`config.mk`:
```
export PLATFORM = sky130hd
export DESIGN_NAME = seq_mult_cla
export DESIGN_NICKNAME = d
export VERILOG_FILES = /design/src/rtl/seq_mult_cla.sv
export SDC_FILE = /design/constraint.sdc
export NUM_CORES = 1
export LEC_CHECK = 0
export ABC_AREA = 0
export ABC_CLOCK_PERIOD_IN_PS = 6900
export CAP_MARGIN = 20
export CORE_MARGIN = 2
export CORE_UTILIZATION = 55
export DETAILED_ROUTE_END_ITERATION = 8
export DONT_BUFFER_PORTS = 1
export HOLD_SLACK_MARGIN = 0.06
export PLACE_DENSITY = 0.7
export RECOVER_POWER = 50
export SLEW_MARGIN = 0
export SYNTH_ARGS = -nofsm -noshare
export SYNTH_HDL_FRONTEND = slang
export SYNTH_SLANG_ARGS = --single-unit
```
`constraint.sdc`:
```
create_clock -name clk -period 6.9 [get_ports clk]
set_input_delay 1.725 -clock clk [delete_from_list [all_inputs] [get_ports clk]]
set_output_delay 1.725 -clock clk [all_outputs]
set_load 0.005 [all_outputs]
```
`src/rtl/seq_mult_cla.sv`:
```
// seq_mult_cla: multi-cycle unsigned shift-and-add WIDTH x WIDTH multiplier on a claAdder.
// Optional overflow flag output enabled by defining SEQ_MULT_OVF_EN.
module claAdder #(
    parameter int WIDTH = 16
) (
    input  logic [WIDTH-1:0] a,
    input  logic [WIDTH-1:0] b,
    input  logic             cin,
    output logic [WIDTH-1:0] s,
    output logic             cout
);
    logic [WIDTH/4:0] c;
    assign c[0] = cin;
    for (genvar i = 0; i < WIDTH/4; i++) begin : g_slice
        logic [3:0] g, p, ci;
        assign g = a[4*i +: 4] & b[4*i +: 4];
        assign p = a[4*i +: 4] ^ b[4*i +: 4];
        // full lookahead inside each 4-bit slice, slices chained by group carry
        assign ci[0] = c[i];
        assign ci[1] = g[0] | (p[0] & c[i]);
        assign ci[2] = g[1] | (p[1] & g[0]) | (p[1] & p[0] & c[i]);
        assign ci[3] = g[2] | (p[2] & g[1]) | (p[2] & p[1] & g[0]) | (p[2] & p[1] & p[0] & c[i]);
        assign c[i+1] = g[3] | (p[3] & g[2]) | (p[3] & p[2] & g[1]) | (p[3] & p[2] & p[1] & g[0])
                      | (&p & c[i]);
        assign s[4*i +: 4] = p ^ ci;
    end
    assign cout = c[WIDTH/4];
endmodule

module seq_mult_cla #(
    parameter int WIDTH = 16,
    parameter int CNT_W = 5
) (
    input  logic               clk,
    input  logic               rst_n,
    input  logic               in_valid,
    output logic               in_ready,
    input  logic [WIDTH-1:0]   a,
    input  logic [WIDTH-1:0]   b,
    output logic               out_valid,
    input  logic               out_ready,
    output logic [2*WIDTH-1:0] product,
`ifdef SEQ_MULT_OVF_EN
    output logic               ovf,
`endif
    output logic               busy
);
    typedef enum logic [1:0] {IDLE, RUN, DONE} state_t;
    state_t state, state_nx;
    logic [WIDTH-1:0]   mcand, acc_hi, acc_lo, add_b, sum;
    logic [CNT_W-1:0]   cnt;
    logic               co, last;
    logic [2*WIDTH-1:0] acc_nx;

    assign last   = cnt == CNT_W'(WIDTH - 1);
    assign add_b  = acc_lo[0] ? mcand : '0;
    // carry becomes the new MSB as the 2*WIDTH+1 bit partial sum shifts right
    assign acc_nx = {co, sum, acc_lo[WIDTH-1:1]};

    claAdder #(.WIDTH(WIDTH)) u_add (
        .a   (acc_hi),
        .b   (add_b),
        .cin (1'b0),
        .s   (sum),
        .cout(co)
    );

    always_ff @(posedge clk or negedge rst_n)
        if (!rst_n) state <= IDLE;
        else        state <= state_nx;

    always_comb begin
        state_nx = (state == IDLE && in_valid)  ? RUN  :
                   (state == RUN  && last)      ? DONE :
                   (state == DONE && out_ready) ? IDLE : state;
    end

    always_comb begin
        in_ready  = state == IDLE;
        busy      = state == RUN;
        out_valid = state == DONE;
    end

    always_ff @(posedge clk or negedge rst_n) begin
        if (!rst_n) begin
            mcand   <= '0;
            acc_hi  <= '0;
            acc_lo  <= '0;
            cnt     <= '0;
            product <= '0;
        end else if (state == IDLE && in_valid) begin
            mcand  <= a;
            acc_hi <= '0;
            acc_lo <= b;
            cnt    <= '0;
        end else if (state == RUN) begin
            {acc_hi, acc_lo} <= acc_nx;
            product          <= acc_nx;
            cnt              <= cnt + CNT_W'(1);
        end
    end

`ifdef SEQ_MULT_OVF_EN
    always_ff @(posedge clk or negedge rst_n) begin
        if (!rst_n)                         ovf <= 1'b0;
        else if (state == RUN && last)      ovf <= |acc_nx[2*WIDTH-1:WIDTH];
        else if (state == DONE && out_ready) ovf <= 1'b0;
    end
`endif
endmodule

```
== Yosys cells after proc, flatten, opt, wreduce, memory -nomap -nowiden ==
Cells that the tools add are included.
Cells by class
  mux-type cells: 10
  reduce and logical (&&, ||, !) cells: 10
  bitwise gates (word level): 103
  equality and inequality tests: 3
  add/sub/neg operators: 1
Operator list (count)
  $mux 16: 5
  $and 1x1->1: 54
  $or 1x1->1: 36
  $xor 4x4->4: 8
  $and 4x4->4: 4
  $reduce_and 4->1: 3
  $mux 5: 2
  $mux 2: 3
  $add 5x1->5 const B: 1
  $eq 5x4->1 const B: 1
  $logic_and 1x1->1: 3
  $reduce_bool 3->1: 1
  $eq 2x1->1 const B: 1
  $eq 2x2->1 const B: 1
  $logic_not 2->1: 1
  $reduce_and 2->1: 1
  $reduce_bool 2->1: 1
  $not 1->1: 1
Storage, ports and cells
  bits of input ports: 36
  output and inout port bits: 35
  register bits: 87

== Logic depth before layout (Yosys ltp) ==
Gate-level depths: netlist of run 1.
  depth after elaboration: 15
  gate-level depth with buffers: 12
  depth with buffers taken out: 11

== Hierarchy ==
Synthesis of run 1 repeated with hierarchy kept, for this count alone.
Second synthesis, totals
  cells, all modules: 411
  area total of the unflattened synthesis: 4312.9 sq um
Modules (own cells, without submodules)
  seq_mult_cla: cells an instance 332, times used 1, area an instance 3627.2 sq um, sequential area each 2177.1 sq um
  claAdder: cells an instance 79, times used 1, area an instance 685.7 sq um, sequential area each 0.0 sq um

== Worst setup path after synthesis of run 1 ==
OpenSTA, ideal clock, no wires.
  kind: input-to-reg
  from: input in_valid
  to: register mcand[0]
  slack: 4150 ps
  library setup time: 125 ps
  cell stages on the path: 4
  data arrival time: 2625 ps
  cell sequence: nor3b_1 > buf_2 > buf_2 > mux2_2
Between the ends
  cells in the longest elaborated chain, start to end: 1
Ends and longest elaborated chain
  start: declaration: line 36  | input logic in_valid,
  $logic_and 1x1->1: line 91  | end else if (state == IDLE && in_valid) begin
  end signal: assignment: line 86  | mcand <= '0;
  end signal: assignment: line 92  | mcand <= a;
  end: declaration: line 50  | logic [WIDTH-1:0] mcand, acc_hi, acc_lo, add_b, sum;
Every way passes these cells.
A chain may end at the register's enable or synchronous reset.

== Final worst setup path of run 1 ==
  from: register state[1]
  to: output busy
Between the ends
  cells in the longest elaborated chain, start to end: 1
Ends and longest elaborated chain
  start: declaration: line 49  | state_t state, state_nx;
  start signal: assignment: line 70  | else state <= state_nx;
  $eq 2x1->1: line 80  | busy = state == RUN;
  end: declaration: line 46  | output logic busy
Every way passes these cells.

==> run metrics, run 1 <==
layout cells sized above 1 11.7%; largest cells by area after synthesis dfrtp_1 52%, nand2_1 12%, ha_1 5.4%; clock sink total 87; Psw 602 µW; Initial Util 57.3%; top cell type's share of synthesized area 51.8%; PostCTS Resize Cnt 0; layout filler cell count 625; routed vias/inst 5.50; CP Max Fanout about 70; Final Setup Violations 0; final number of hold-violating endpoints 0; Ant. Diodes 0; Worst Hold Path EP acc_hi[11]; leak pwr 0.00240 µW; Commonest cells post-synth 137 x nand2_1, 87 x dfrtp_1, 27 x a21oi_1; PD cells 392 mW/mm²; number of synthesized register bits 87; CTS tree done; GP Congestion around 0.8; Synth Net Count 487; largest net degree at the start of global routing 88; First-pass DRT Iterations 4; Die X 91.4 µm; Remaining DRCs 0; CTS max path bufs 2; drt total wl 8200 µm; Tmin final 4030 ps; Worst Setup End Kind primary output; PnR Total Power between 1500 and 2000 µW; Synth Cell Area ~0.0042 mm²; area added between synthesis and finish 7.08%; Primary FF master, synth dfrtp_1; Max VDD drop 0.000161 V; DP HPWL 5440 µm; H-tree lvl count 3; row count 31; initial antenna violation count 1; Vias 2892; cell count after synthesis around 430; status complete, no violations; TritonCTS Buffers 9; register area share after synthesis roughly 52%; Synth cell types 43; RR Startpoint state[1]; Net Sw Frac approximately a third; ys async rst share 100%; CTS root buf clkbuf_8; reg2reg path depth 7; RSZ-0062 raised after global routing false; Least-Margin Pin Slew 1220 ps; Max Slew Vio Count 0; crit path DAT 2300 ps; global-route wire length before repair 13900 µm; wire length per cell 15.6 µm; maxcap violations 0; Achievable Freq 0.248 GHz; worst r2r dst cnt[2]; required time of the critical path 5180 ps; Setup crit start kind flip-flop; Nets 480; Syn Area/Cell 9.80 µm²; combinational share of power 28.5%; WS Path Type reg2out; Antenna Nets Post-Route 0; Post-CTS Setup Bufs 0; vias in the first global route roughly 2900; Hold Path Class reg2reg; port bufs 0; die height 91.4 µm; Hold Path Stages 2; Worst-Skew Late Latency 360 ps; proportion of power drawn by the clock network 24.2%; DIE AREA 0.00836 mm²; Initial DRC Count 201; hold buffers post-CTS 0; Int Pwr between 1000 and 1500 µW; Sequential Power Share 47.2%; Worst Hold Launch acc_hi[11]; Reg clk slew, reported paths 90 ps; # IOs 71; Register-to-Register Setup Slack 3830 ps; cell accounting for the most synthesized area dfrtp_1; yosys warns 0; Fin Setup TNS 0 ps; Rel. slew slack a little under a fifth; EDFF count, synth 0; global route overflow 0; most common cell in the synthesized netlist nand2_1; post-route clock period utilization 58.4%; Core Area around 0.0073 mm²; Worst Skew 8.96 ps; Total GRT Usage 20.9%
[how the worst max path moves through the flow]
| stage | slack [ps] | cells after the start | end | startpoint |
|---|---|---|---|---|
| final | 2870 | 4 | busy | state[1] |
| after global routing | 2730 | 4 | busy | state[1] |
| after CTS | 3200 | 4 | busy | state[1] |
| after detailed placement | 3610 | 4 | busy | state[1] |
| after global placement | 3640 | 4 | busy | state[1] |
| after floorplan | 4150 | 4 | mcand[0] | in_valid |
[kinds of logic (layout without fill, tap and decap cells)]
family | count (synthesis) | after routing | synth area share, %
AOI/OAI and AO/OA | 79 | 79 | 12.3
adders and majority gates | 22 | 22 | 7.26
DFF | 87 | 87 | 51.8
muxes | 18 | 18 | 4.76
and+or+nand+nor | 183 | 183 | 18.9
xor gates and xnor gates | 9 | 9 | 1.88
buffers and inverters | 31 | 29 | 3.12
[area by class of cell]
cell class	count	area, µm²	area share, %
flip-flops and latches	87	2180	48.4
multi-input cells	311	1900	42.3
well taps	99	124	2.75
clock inverters	7	118	2.61
clock buffers	9	124	2.75
repair buffers	2	15.0	0.334
inverters	11	41.3	0.917
[critical path, cell delays in order (launching register included)]
cell and delay [ps]:
dfrtp_1 420, inv_1 130, nand2_2 60, buf_4 330, inv_1 980
[per-layer routing]
layer	wire [µm]	vias to the layer above	GRT usage (%)
met5	0	-	0
met4	157	0	8.71
met3	575	16	5.81
met2	3830	78	32.8
met1	3640	1386	27.5
li1	-	1412	-
[flip-flops by register name, summed over array words and instances, names as in the netlist]
| signal | count |
|---|---|
| acc_hi | 16 |
| acc_lo | 16 |
| cnt | 5 |
| mcand | 16 |
| product | 32 |
| state | 2 |
[through the flow]
stage          area, µm²  worst slack [ps]  hold slack (ps)  utilization, %  std cells
3_5_place_dp        4260              3610              474            58.1        510
6_report            4500              2870              497            61.4        526
2_1_floorplan       4200              4150              445               -        429
4_1_cts             4500              3200              492            61.4        526
3_3_place_gp        4260              3640              459            58.1        510
5_1_grt             4500              2730              518            61.4        526
[cell usage in the layout (no fill, tap or decap), drive strengths merged, types with 4 or more instances in the layout]
cell,netlist,final
a21oi,28,28
xnor2,6,6
nand2,137,137
a21o,22,22
fa,4,4
o21ai,18,18
and2,16,16
mux2,16,16
nor3,4,4
clkbuf,6,9
nor2,13,13
inv,11,13
dfrtp,87,87
ha,18,18
[power groups by stage]
stage / combinational (µW) / clock, µW / sequential (µW)
2_1_floorplan: 431 / 0 / 800
3_3_place_gp: 479 / 0 / 842
3_5_place_dp: 506 / 0 / 847
4_1_cts: 510 / 433 / 839
5_1_grt: 587 / 457 / 862
6_report: 504 / 428 / 834
Note: power is estimated with default switching activity, not from simulation.
==> run 2, diff against run 1 <==
--- a/config.mk
+++ b/config.mk
@@ -6,14 +6,14 @@
 export NUM_CORES = 1
 export LEC_CHECK = 0
 export ABC_AREA = 0
-export ABC_CLOCK_PERIOD_IN_PS = 6900
+export ABC_CLOCK_PERIOD_IN_PS = 3700
 export CAP_MARGIN = 20
 export CORE_MARGIN = 2
 export CORE_UTILIZATION = 55
 export DETAILED_ROUTE_END_ITERATION = 8
 export DONT_BUFFER_PORTS = 1
 export HOLD_SLACK_MARGIN = 0.06
-export PLACE_DENSITY = 0.7
+export PLACE_DENSITY = 0.73
 export RECOVER_POWER = 50
 export SLEW_MARGIN = 0
 export SYNTH_ARGS = -nofsm -noshare
==> constraint.sdc (replaced) <==
create_clock -name clk -period 3.7 [get_ports clk]
set_input_delay 0.925 -clock clk [delete_from_list [all_inputs] [get_ports clk]]
set_output_delay 0.925 -clock clk [all_outputs]
set_load 0.005 [all_outputs]
==> run metrics, run 2 (same netlist as run 1, synthesis figures left out) <==
leak pwr about 0.0024 µW; Largest register FFs 32; final number of hold-violating endpoints 0; Die X 91.4 µm; Sequential Power Share 51.0%; Worst Setup End Kind flip-flop; status complete, no violations; PostCTS Resize Cnt 0; maxcap violations 0; Initial DRC Count between 150 and 200; clock sink total between 80 and 90; CP delay by family, top compound AO/OA/AOI/OAI gates; initial antenna violation count 0; crit path DAT 2990 ps; Post-CTS Setup Bufs 0; global route overflow 0; wl on met1 3630 µm; commonest cells after routing, fill and taps aside 136 x nand2_1, 87 x dfrtp_1, 27 x a21oi_1; Routed met3 length 473 µm; Int Pwr 1970 µW; WL met2 3760 µm; Rel. slew slack 20.4%; GP Congestion 0.849; routed vias/inst 5.50; commonest non-fill, non-tap cell in the layout nand2_1; drt total wl 7970 µm; DP HPWL roughly 5300 µm; CTS max path bufs 2; Top reg by flops product; Reg clk slew, reported paths about 90 ps; DP Worst Slack between 900 and 1000 ps; Setup crit start kind flip-flop; Max VDD drop about 0.00029 V; WS Path Type reg2reg; combinational share of power a little under a third; critical path's most frequent cell nand2_1; RR Startpoint acc_lo[0]; Max Slew Vio Count 0; CTS root buf clkbuf_8; slowest CP cell dfrtp_1; # IOs 71; Hold Path Class in2async; wire length per cell 15.2 µm; DR top layer met4; buffers and inverters on the worst path 0; die height approximately 90 µm; Remaining DRCs 0; non-filler cells, final 525; Total GRT Usage 20.7%; slowest stage delay, CP 550 ps; Least-Margin Pin Slew 1190 ps; post-route clock period utilization 75.4%; Achievable Freq 0.358 GHz; Worst Skew 12.3 ps; CTS tree done; CP Max Fanout 17; RSZ-0062 raised after global routing false; crit path cell chain and2_1 -> ha_1 -> a21oi_2 -> o22ai_2 -> a32oi_2 -> nand2_1 -> fa_1 -> xor2_1 -> nand2_1 -> o21ai_0; setup ws final 910 ps; global-route wire length before repair 13900 µm; proportion of power drawn by the clock network 18.7%; Worst-Skew Late Latency about 350 ps; Net Sw Frac about 35%; Tmin final 2790 ps; Min Hold Slack about 260 ps; Ant. Diodes 0; port bufs 0; Core Area 0.00733 mm²; Final Setup Violations 0; Psw 1080 µW; Antenna Nets Post-Route 0; PD cells 691 mW/mm²; DIE AREA 0.00836 mm²; largest net degree at the start of global routing 88; Placed Cells incl. Taps 510; layout cells sized above 1 11.3%; Nets 480; required time of the critical path roughly 3900 ps; worst setup path startpoint acc_lo[0]; area added between synthesis and finish 5.24%; vias in the first global route 2919; Fin Setup TNS 0 ps; Vias a little under 3000; Initial Util between 50% and 60%; First-pass DRT Iterations 4; TritonCTS Buffers 9; hold buffers post-CTS 0; row count 31; H-tree lvl count 3
run 2: area by class of cell:
type,count,area (µm²)
inverter,11,41.3
clock inverter,4,22.5
tap,99,124
sequential,87,2180
timing repair buffer,2,15.0
fill,599,2910
clock buffer,11,141
multi-input combinational,311,1900
run 2: per-layer routing:
| metal | global-route usage (%) | up-vias |
|---|---|---|
| met4 | 6.44 | 0 |
| met2 | 33.0 | 61 |
| met5 | 0 | - |
| li1 | - | 1400 |
| met3 | 6.22 | 8 |
| met1 | 27.1 | 1417 |
run 2: per-stage QoR:
stage	power (µW)	instance area (µm²)	util (%)
floorplan	2300	4200	-
global placement	2460	4260	58.1
detailed placement	2520	4260	58.1
CTS	3080	4420	60.4
global route	3310	4420	60.4
finish	3060	4420	60.4
run 2: worst paths after layout:
path | end | slack [ps] | depth (start not counted)
worst max-delay path | acc_hi[12] | 910 | 10
worst min-delay path | state[0] | 260 | 0
worst max register to register | acc_hi[12] | 910 | 10
worst min register to register | acc_hi[9] | 490 | 2
max in group asynchronous | cnt[0] | 3300 | 0
min in group clk | acc_hi[9] | 490 | 2
run 2: worst register-to-register path, cell delays in order, from the launching register on:
cell	delay, ps
dfrtp_1	550
and2_1	230
ha_1	340
a21oi_2	230
o22ai_2	120
a32oi_2	300
nand2_1	130
fa_1	400
xor2_1	170
nand2_1	80
o21ai_0	110
run 2: power by group through the flow:
stage,logic [µW],registers [µW],clock network [µW]
after detailed placement,934,1580,0
final,924,1560,573
after floorplan,804,1490,0
after global routing,1080,1610,629
after CTS,935,1570,582
after global placement,890,1570,0
